### src/rtl/shared_reg_arbiter.sv
`default_nettype none
// ============================================================================
// Module      : shared_reg_arbiter
// Description : Four-way round-robin arbiter that owns one shared WIDTH-bit
//               register. The granted requester writes its data into the
//               register on every cycle it keeps its request high. When the
//               owner drops its request, the grant passes to the next pending
//               requester on the same edge, with no idle cycle in between.
//               Optional macro SHARED_REG_ARB_TIMEOUT_EN forces the grant to
//               rotate after MAX_HOLD consecutive writes if another requester
//               is waiting.
// Revision    : 1.0 - initial release
// ============================================================================
module shared_reg_arbiter #(
  parameter int WIDTH    = 8,
  parameter int MAX_HOLD = 4
) (
  input  logic             clk,
  input  logic             rst_n,
  input  logic [3:0]       req,
  input  logic [WIDTH-1:0] din0,
  input  logic [WIDTH-1:0] din1,
  input  logic [WIDTH-1:0] din2,
  input  logic [WIDTH-1:0] din3,
  output logic [3:0]       gnt,
  output logic [WIDTH-1:0] q,
  output logic             busy
);

  typedef enum logic [0:0] {
    ST_IDLE  = 1'b0,
    ST_GRANT = 1'b1
  } state_t;

  state_t           r_state;
  state_t           w_state_nxt;
  logic [1:0]       r_ptr;
  logic [1:0]       w_ptr_nxt;
  logic [3:0]       r_gnt;
  logic [3:0]       w_gnt_nxt;
  logic             r_busy;
  logic [WIDTH-1:0] r_q;
  logic [WIDTH-1:0] w_q_nxt;
  logic [WIDTH-1:0] w_din_sel;
  logic [2:0]       w_pick_all;
  logic [2:0]       w_pick_oth;

`ifdef SHARED_REG_ARB_TIMEOUT_EN
  localparam logic [3:0] C_HOLD_LAST = 4'(MAX_HOLD - 1);
  logic [3:0] r_hcnt;
  logic [3:0] w_hcnt_nxt;
`endif

  // Round-robin search starting just after base and wrapping back to base.
  // Result is {found, index}.
  function automatic logic [2:0] rr_pick(input logic [1:0] base,
                                         input logic [3:0] mask);
    logic [2:0] res;
    logic [1:0] idx;
    res = 3'b000;
    for (int k = 1; k <= 4; k++) begin
      idx = base + k[1:0];
      if (!res[2] && mask[idx]) res = {1'b1, idx};
    end
    return res;
  endfunction

  // In GRANT the pointer always names the current owner, so it selects the data.
  always_comb begin
    case (r_ptr)
      2'd0:    w_din_sel = din0;
      2'd1:    w_din_sel = din1;
      2'd2:    w_din_sel = din2;
      default: w_din_sel = din3;
    endcase
  end

  // Next-state, grant, pointer and data selection.
  always_comb begin
    w_state_nxt = r_state;
    w_gnt_nxt   = r_gnt;
    w_ptr_nxt   = r_ptr;
    w_q_nxt     = r_q;
`ifdef SHARED_REG_ARB_TIMEOUT_EN
    w_hcnt_nxt  = r_hcnt;
`endif
    w_pick_all  = rr_pick(r_ptr, req);
    // Pending requesters other than the current owner.
    w_pick_oth  = rr_pick(r_ptr, req & ~r_gnt);

    case (r_state)
      ST_IDLE: begin
        if (w_pick_all[2]) begin
          w_gnt_nxt   = 4'b0001 << w_pick_all[1:0];
          w_ptr_nxt   = w_pick_all[1:0];
          w_state_nxt = ST_GRANT;
`ifdef SHARED_REG_ARB_TIMEOUT_EN
          w_hcnt_nxt  = 4'd0;
`endif
        end
      end
      ST_GRANT: begin
        if (req[r_ptr]) begin
          w_q_nxt = w_din_sel;
`ifdef SHARED_REG_ARB_TIMEOUT_EN
          // The write that reaches the hold limit still lands; the grant
          // moves on only if someone else is waiting.
          if (r_hcnt == C_HOLD_LAST && w_pick_oth[2]) begin
            w_gnt_nxt  = 4'b0001 << w_pick_oth[1:0];
            w_ptr_nxt  = w_pick_oth[1:0];
            w_hcnt_nxt = 4'd0;
          end else if (r_hcnt != C_HOLD_LAST) begin
            w_hcnt_nxt = r_hcnt + 4'd1;
          end
`endif
        end else if (w_pick_oth[2]) begin
          w_gnt_nxt  = 4'b0001 << w_pick_oth[1:0];
          w_ptr_nxt  = w_pick_oth[1:0];
`ifdef SHARED_REG_ARB_TIMEOUT_EN
          w_hcnt_nxt = 4'd0;
`endif
        end else begin
          w_gnt_nxt   = 4'b0000;
          w_state_nxt = ST_IDLE;
`ifdef SHARED_REG_ARB_TIMEOUT_EN
          w_hcnt_nxt  = 4'd0;
`endif
        end
      end
      default: begin
        w_gnt_nxt   = 4'b0000;
        w_state_nxt = ST_IDLE;
      end
    endcase
  end

  // State, grant, pointer and shared register; reset aborts any write.
  always_ff @(posedge clk) begin
    if (!rst_n) begin
      r_state <= ST_IDLE;
      r_gnt   <= 4'b0000;
      r_busy  <= 1'b0;
      r_ptr   <= 2'd3;
      r_q     <= '0;
`ifdef SHARED_REG_ARB_TIMEOUT_EN
      r_hcnt  <= 4'd0;
`endif
    end else begin
      r_state <= w_state_nxt;
      r_gnt   <= w_gnt_nxt;
      r_busy  <= |w_gnt_nxt;
      r_ptr   <= w_ptr_nxt;
      r_q     <= w_q_nxt;
`ifdef SHARED_REG_ARB_TIMEOUT_EN
      r_hcnt  <= w_hcnt_nxt;
`endif
    end
  end

  assign gnt  = r_gnt;
  assign busy = r_busy;
  assign q    = r_q;

endmodule
`default_nettype wire
### config.mk
export PLATFORM = sky130hd
export DESIGN_NAME = shared_reg_arbiter
export DESIGN_NICKNAME = d
export VERILOG_FILES = /design/src/rtl/shared_reg_arbiter.sv
export SDC_FILE = /design/constraint.sdc
export NUM_CORES = 1
export LEC_CHECK = 0
export ABC_AREA = 1
export BUFFER_PORTS_ARGS = -buffer_cell sky130_fd_sc_hd__buf_4
export CAP_MARGIN = 10
export CORE_MARGIN = 3
export CORE_UTILIZATION = 44
export DETAILED_ROUTE_END_ITERATION = 8
export GPL_TIMING_DRIVEN = 0
export PLACE_DENSITY = 0.81
export REMOVE_ABC_BUFFERS = 1
export SETUP_SLACK_MARGIN = 0.02
export SYNTH_ARGS = -nofsm -noshare
export SYNTH_HDL_FRONTEND = slang
export SYNTH_SLANG_ARGS = --single-unit
### constraint.sdc
create_clock -name clk -period 3.1 [get_ports clk]
set_input_delay 0.155 -clock clk [delete_from_list [all_inputs] [get_ports clk]]
set_output_delay 0.155 -clock clk [all_outputs]
set_load 0.005 [all_outputs]
# Yosys cells after proc, flatten, opt, wreduce, memory -nomap -nowiden
# Cells that the tools add are included.
# W data, S select, Z words.
[classes]
n_addsub = 3
n_lt_le_gt_ge = 4
n_eq_ne = 5
n_shift = 2
muxes = 37
n_bitwise = 3
n_reduce_logical = 16
[ops]
columns = ["operator", "n"]
rows = [
  ["$mux W3", 8],
  ["$pmux W8 S3", 1],
  ["$bmux W1 S2", 8],
  ["$lt A2 B3 Y1 const B", 4],
  ["$mux W4", 3],
  ["$mux W1", 11],
  ["$pmux W4 S2", 1],
  ["$shl A1 B2 Y4 const A", 2],
  ["$logic_and A1 B1 Y1", 6],
  ["$logic_not A1 Y1", 6],
  ["$mux W2", 3],
  ["$add A2 B2 Y2 const B", 2],
  ["$and A4 B4 Y4", 1],
  ["$ne A2 B2 Y1 const B", 2],
  ["$not A4 Y4", 1],
  ["$pmux W2 S2", 1],
  ["$reduce_or A4 Y1", 1],
  ["$reduce_and A3 Y1", 1],
  ["$add A2 B1 Y2 const B", 1],
  ["$eq A2 B1 Y1 const B", 1],
  ["$eq A2 B2 Y1 const B", 1],
  ["$logic_not A2 Y1", 1],
  ["$ne A2 B1 Y1 const B", 1],
  ["$pmux W1 S2", 1],
  ["other kinds (2)", 2],
]
[word_totals]
register_bits = 16
output_inout_bits = 13
elab_cells = 75

# Longest topological paths before layout
[logic_depth]
word_depth = 19
ltp_mapped = 17
ltp_nobuf = 16

# Least setup slack after synthesis
# No wires, ideal clock.
[synth_timing]
path_type = "flip-flop to flip-flop"
start = "register r_ptr[0]"
end = "register r_busy (netlist: busy)"
setup_ns = 0.125
arrival_ns = 2.050
t_required_ns = 2.975
slack_ns = 0.925
path_stages_with_launch = 18
path_buffers = 1
synth_period_minus_slack_ns = 2.175
cell_sequence = "dfxtp_1 inv_2 buf_6 ha_1 inv_1 nand3_1 nand2_1 inv_2 nand2_1 nor2_1 nand2_1 nand2_1 nand3_1 nand2_1 nor2_1 nand2_1 nor2_1 nor2_1"
[synth_between]
elab_chain_len = 18
word_cells_on_any_way = 46
cone_classes = "3 x add/sub; 2 x shift; 28 x mux; 13 x reduce/logical"
[synth_rtl]
columns = ["item", "line_no", "text"]
rows = [
  ["start: declaration", "37", "logic [1:0] r_ptr;"],
  ["start signal: assignment", "152", "r_ptr <= w_ptr_nxt;"],
  ["$add A2 B1 Y2", "62", "idx = base + k[1:0];"],
  ["$bmux W1 S2", "63", "if (!res[2] && mask[idx]) res = {1'b1, idx};"],
  ["$mux W1 (not written as such)", "63", ""],
  ["$mux W3", "63", ""],
  ["$logic_not A1 Y1", "63", ""],
  ["$logic_and A1 B1 Y1", "63", ""],
  ["$mux W3", "63", ""],
  ["$logic_not A1 Y1", "63", ""],
  ["[2 not listed]", "-", ""],
  ["$logic_not A1 Y1", "63", ""],
  ["$logic_and A1 B1 Y1", "63", ""],
  ["$mux W3", "63", ""],
  ["$shl A1 B2 Y4", "117", "w_gnt_nxt = 4'b0001 << w_pick_oth[1:0];"],
  ["$mux W4", "116", "end else if (w_pick_oth[2]) begin"],
  ["$mux W4", "103", "if (req[r_ptr]) begin"],
  ["$pmux W4 S2 *", "91", "case (r_state)"],
  ["$reduce_or A4 Y1 *", "151", "r_busy <= |w_gnt_nxt;"],
  ["end signal: assignment", "151", ""],
  ["end: declaration", "41", "logic r_busy;"],
]
# Mark *: on every way between the ends. The rest lies on a longest branch, timed or not. The select of a mux whose other input is x is not followed.
# A chain may end at the register's enable or synchronous reset.

# Worst setup path after layout
# Ends and elaborated chain as after synthesis.

==> results.cfg <==
[run_status]
outcome = completed

[synthesis]
yosys_warnings = 0
yosysSeqAreaShare = 0.216
ys_ff_latch = 16
syn_area_um2 = 1490
synth.distinct_cells = 27
yosysTopAreaCell = dfxtp_1
synth_cells = 251
yosys.area.top_type_share = 0.216
synthTopCellsByArea = dfxtp_1 (22%), nand2_1 (21%), nand3_1 (10%)
avgSynthCellArea_um2 = 5.92

[clocking]
clock_sinks = 16
cts_resized = 0
post_cts_buffers = 0
clk_latency_ns = 0.27
numCtsBuffers = 3
ctsLongestPathBuffers = 2
cts_root_buf = clkbuf_4
cts_tree = built
htree_levels = 1
hold_buffers = 0
clk_pin_slew_worst_paths_ns = 0.09

[timing]
setup_viol = 0
grt_setup_unrepaired = no
fin_setup_tns_ns = 0
drv_slew = 0
slew_headroom = 0.629
max_freq_ghz = 0.378
report.final.hold_viol_count = 0
clock_skew_ns = 0.00478
fin_crit_ns = 2.65
worst_slew_pin_slew_ns = 0.555
period_share = 0.853

[finish]
drive_above_1_share = 0.279
antenna_cells = 0
mostFrequentLayoutCells = nand2_1 (82), buf_4 (50), nand3_1 (31)
final_common_cell = nand2_1
nets = 340
area_growth_pct = 28.1
fin_util = 0.608
fillers = 321

[drt]
post_drt_wl_per_cell_um = 11.5
first_pass_iters = 4
drt_wl_total_um = 3930
wl_met2_um = 1890
routed-wl-met3_um = 92
top_layer = met4
detail-route-antenna-nets = 0
met1Wirelength_um = 1930
num_vias = 1671
vias_per_cell = 4.90
drt_iter0_markers = 208
drc = 0

[power]
cellLeakagePower_nw = 0.980
powerDensity_nw_per_um2 = 1020
vdd_drop_max_v = 0.000461

[grt]
grt_pass1_wl_um = 6720
grt_pass1_vias = 1553
grt_start_max_net_pins = 18
grt_remaining_overflow = 0
grt.total_usage = 0.198
antenna_found_initial = 0

[critical_path]
crit_arrival_ns = 2.80
crit_fanout = 16
end_kind = flip-flop
required_ns = 3.26
crit_path_start_kind = flip-flop
path_class = flip-flop to flip-flop
worstRegToRegCells = 16

[floorplan]
dieArea_um2 = 4110
die_x_um = 64.1
core-area_um2 = 3130
num_rows = 20
pin_count = 51
die_y_um = 64.1
start_util = 0.475

[hold_path]
hold_path_class = input pin to flip-flop
hold_depth = 2

[run]
maxCapViolCount = 0

[placement]
io_buffer_count = 50
place_congestion = 0.903
hpwl_um = 3170
[state kept, by name, summed over array words and instances, names as in the netlist]
register and flops:
busy 1, gnt 4, q 8, r_ptr 2, r_state 1
[report_power, final]
part | leakage (nW) | total [mW] | switching, mW | internal (mW)
Combinational | 0.827 | 1.44 | 0.897 | 0.542
Clock | 0.0210 | 0.130 | 0.0584 | 0.0714
Sequential | 0.132 | 0.369 | 0.0832 | 0.285
[cells in the mapped netlist]
cell           number
nor2_1             26
a31oi_1             1
nand2_2             7
ha_1                4
o21ai_1             1
o21ai_2             1
nor2_4              2
nand4_2             1
dlygate4sd3_1       1
inv_2               4
nand2_1            82
or2_4               1
dfxtp_1            16
clkinv_2            1
nand3_2             7
nand3b_1            1
nand4_1             5
nand3_4             1
nor2_2              1
buf_6               2
nand2_4             2
buf_1               1
a21oi_1            14
inv_1              16
nand3_1            31
clkbuf_1            4
o21ai_0            18
[cell families (layout without fill, tap and decap cells)]
| kind of cell | Yosys count | in the layout | share of synthesized area |
|---|---|---|---|
| AND/OR/NAND/NOR | 167 | 167 | 0.541 |
| AO/OA/AOI/OAI | 35 | 35 | 0.121 |
| buffers and inverters | 29 | 75 | 0.0884 |
| flip-flops | 16 | 16 | 0.216 |
| adder cells (fa/ha/maj) | 4 | 4 | 0.0337 |
[layout make-up]
| class | instances | area, um^2 | share of cell area |
|---|---|---|---|
| Multi-Input combinational cell | 206 | 1030 | 0.543 |
| Timing Repair Buffer | 50 | 375 | 0.197 |
| Sequential cell | 16 | 322 | 0.169 |
| Inverter | 21 | 80.1 | 0.0421 |
| Tap cell | 44 | 55.1 | 0.0289 |
| Clock buffer | 4 | 36.3 | 0.0191 |
[routing by layer]
metal / vias up / track usage
met1: 732 / 0.280
met5: - / 0
li1: 909 / -
met4: 0 / 0.0660
met2: 28 / 0.310
met3: 2 / 0.0228
[final timing paths]
check,start,to,slack (ns)
max,r_ptr[0],busy,0.45
min,rst_n,r_ptr[1],0.04
max reg2reg,r_ptr[0],busy,0.45
min reg2reg,q[7],q[7],0.52
[critical path, cell delays in order (launching register included)]
cell and delay, ns:
dfxtp_2 0.56, inv_2 0.24, ha_1 0.44, inv_1 0.22, nand3_1 0.13, nand2_1 0.11
inv_2 0.06, nand2_1 0.08, nor2_1 0.04, nand2_1 0.10, nand2_1 0.07, nand3_1 0.07
nand2_1 0.05, nor2_1 0.14, nand2_1 0.07, nor2_1 0.10, nor2_1 0.04
[through the flow]
stage / worst slack [ns] / power, mW / cell area, um^2 / cells / hold slack [ns]
6_report: 0.454 / 1.94 / 1900 / 341 / 0.0447
5_1_grt: 0.164 / 2.19 / 1900 / 341 / 0.0241
4_1_cts: 0.151 / 1.94 / 1900 / 341 / 0.0356
3_5_place_dp: 0.190 / 1.80 / 1860 / 337 / 0.342
3_3_place_gp: 0.196 / 1.79 / 1860 / 337 / 0.344
2_1_floorplan: 0.675 / 1.43 / 1430 / 243 / 0.224
Note: power is estimated with default switching activity, not from simulation.
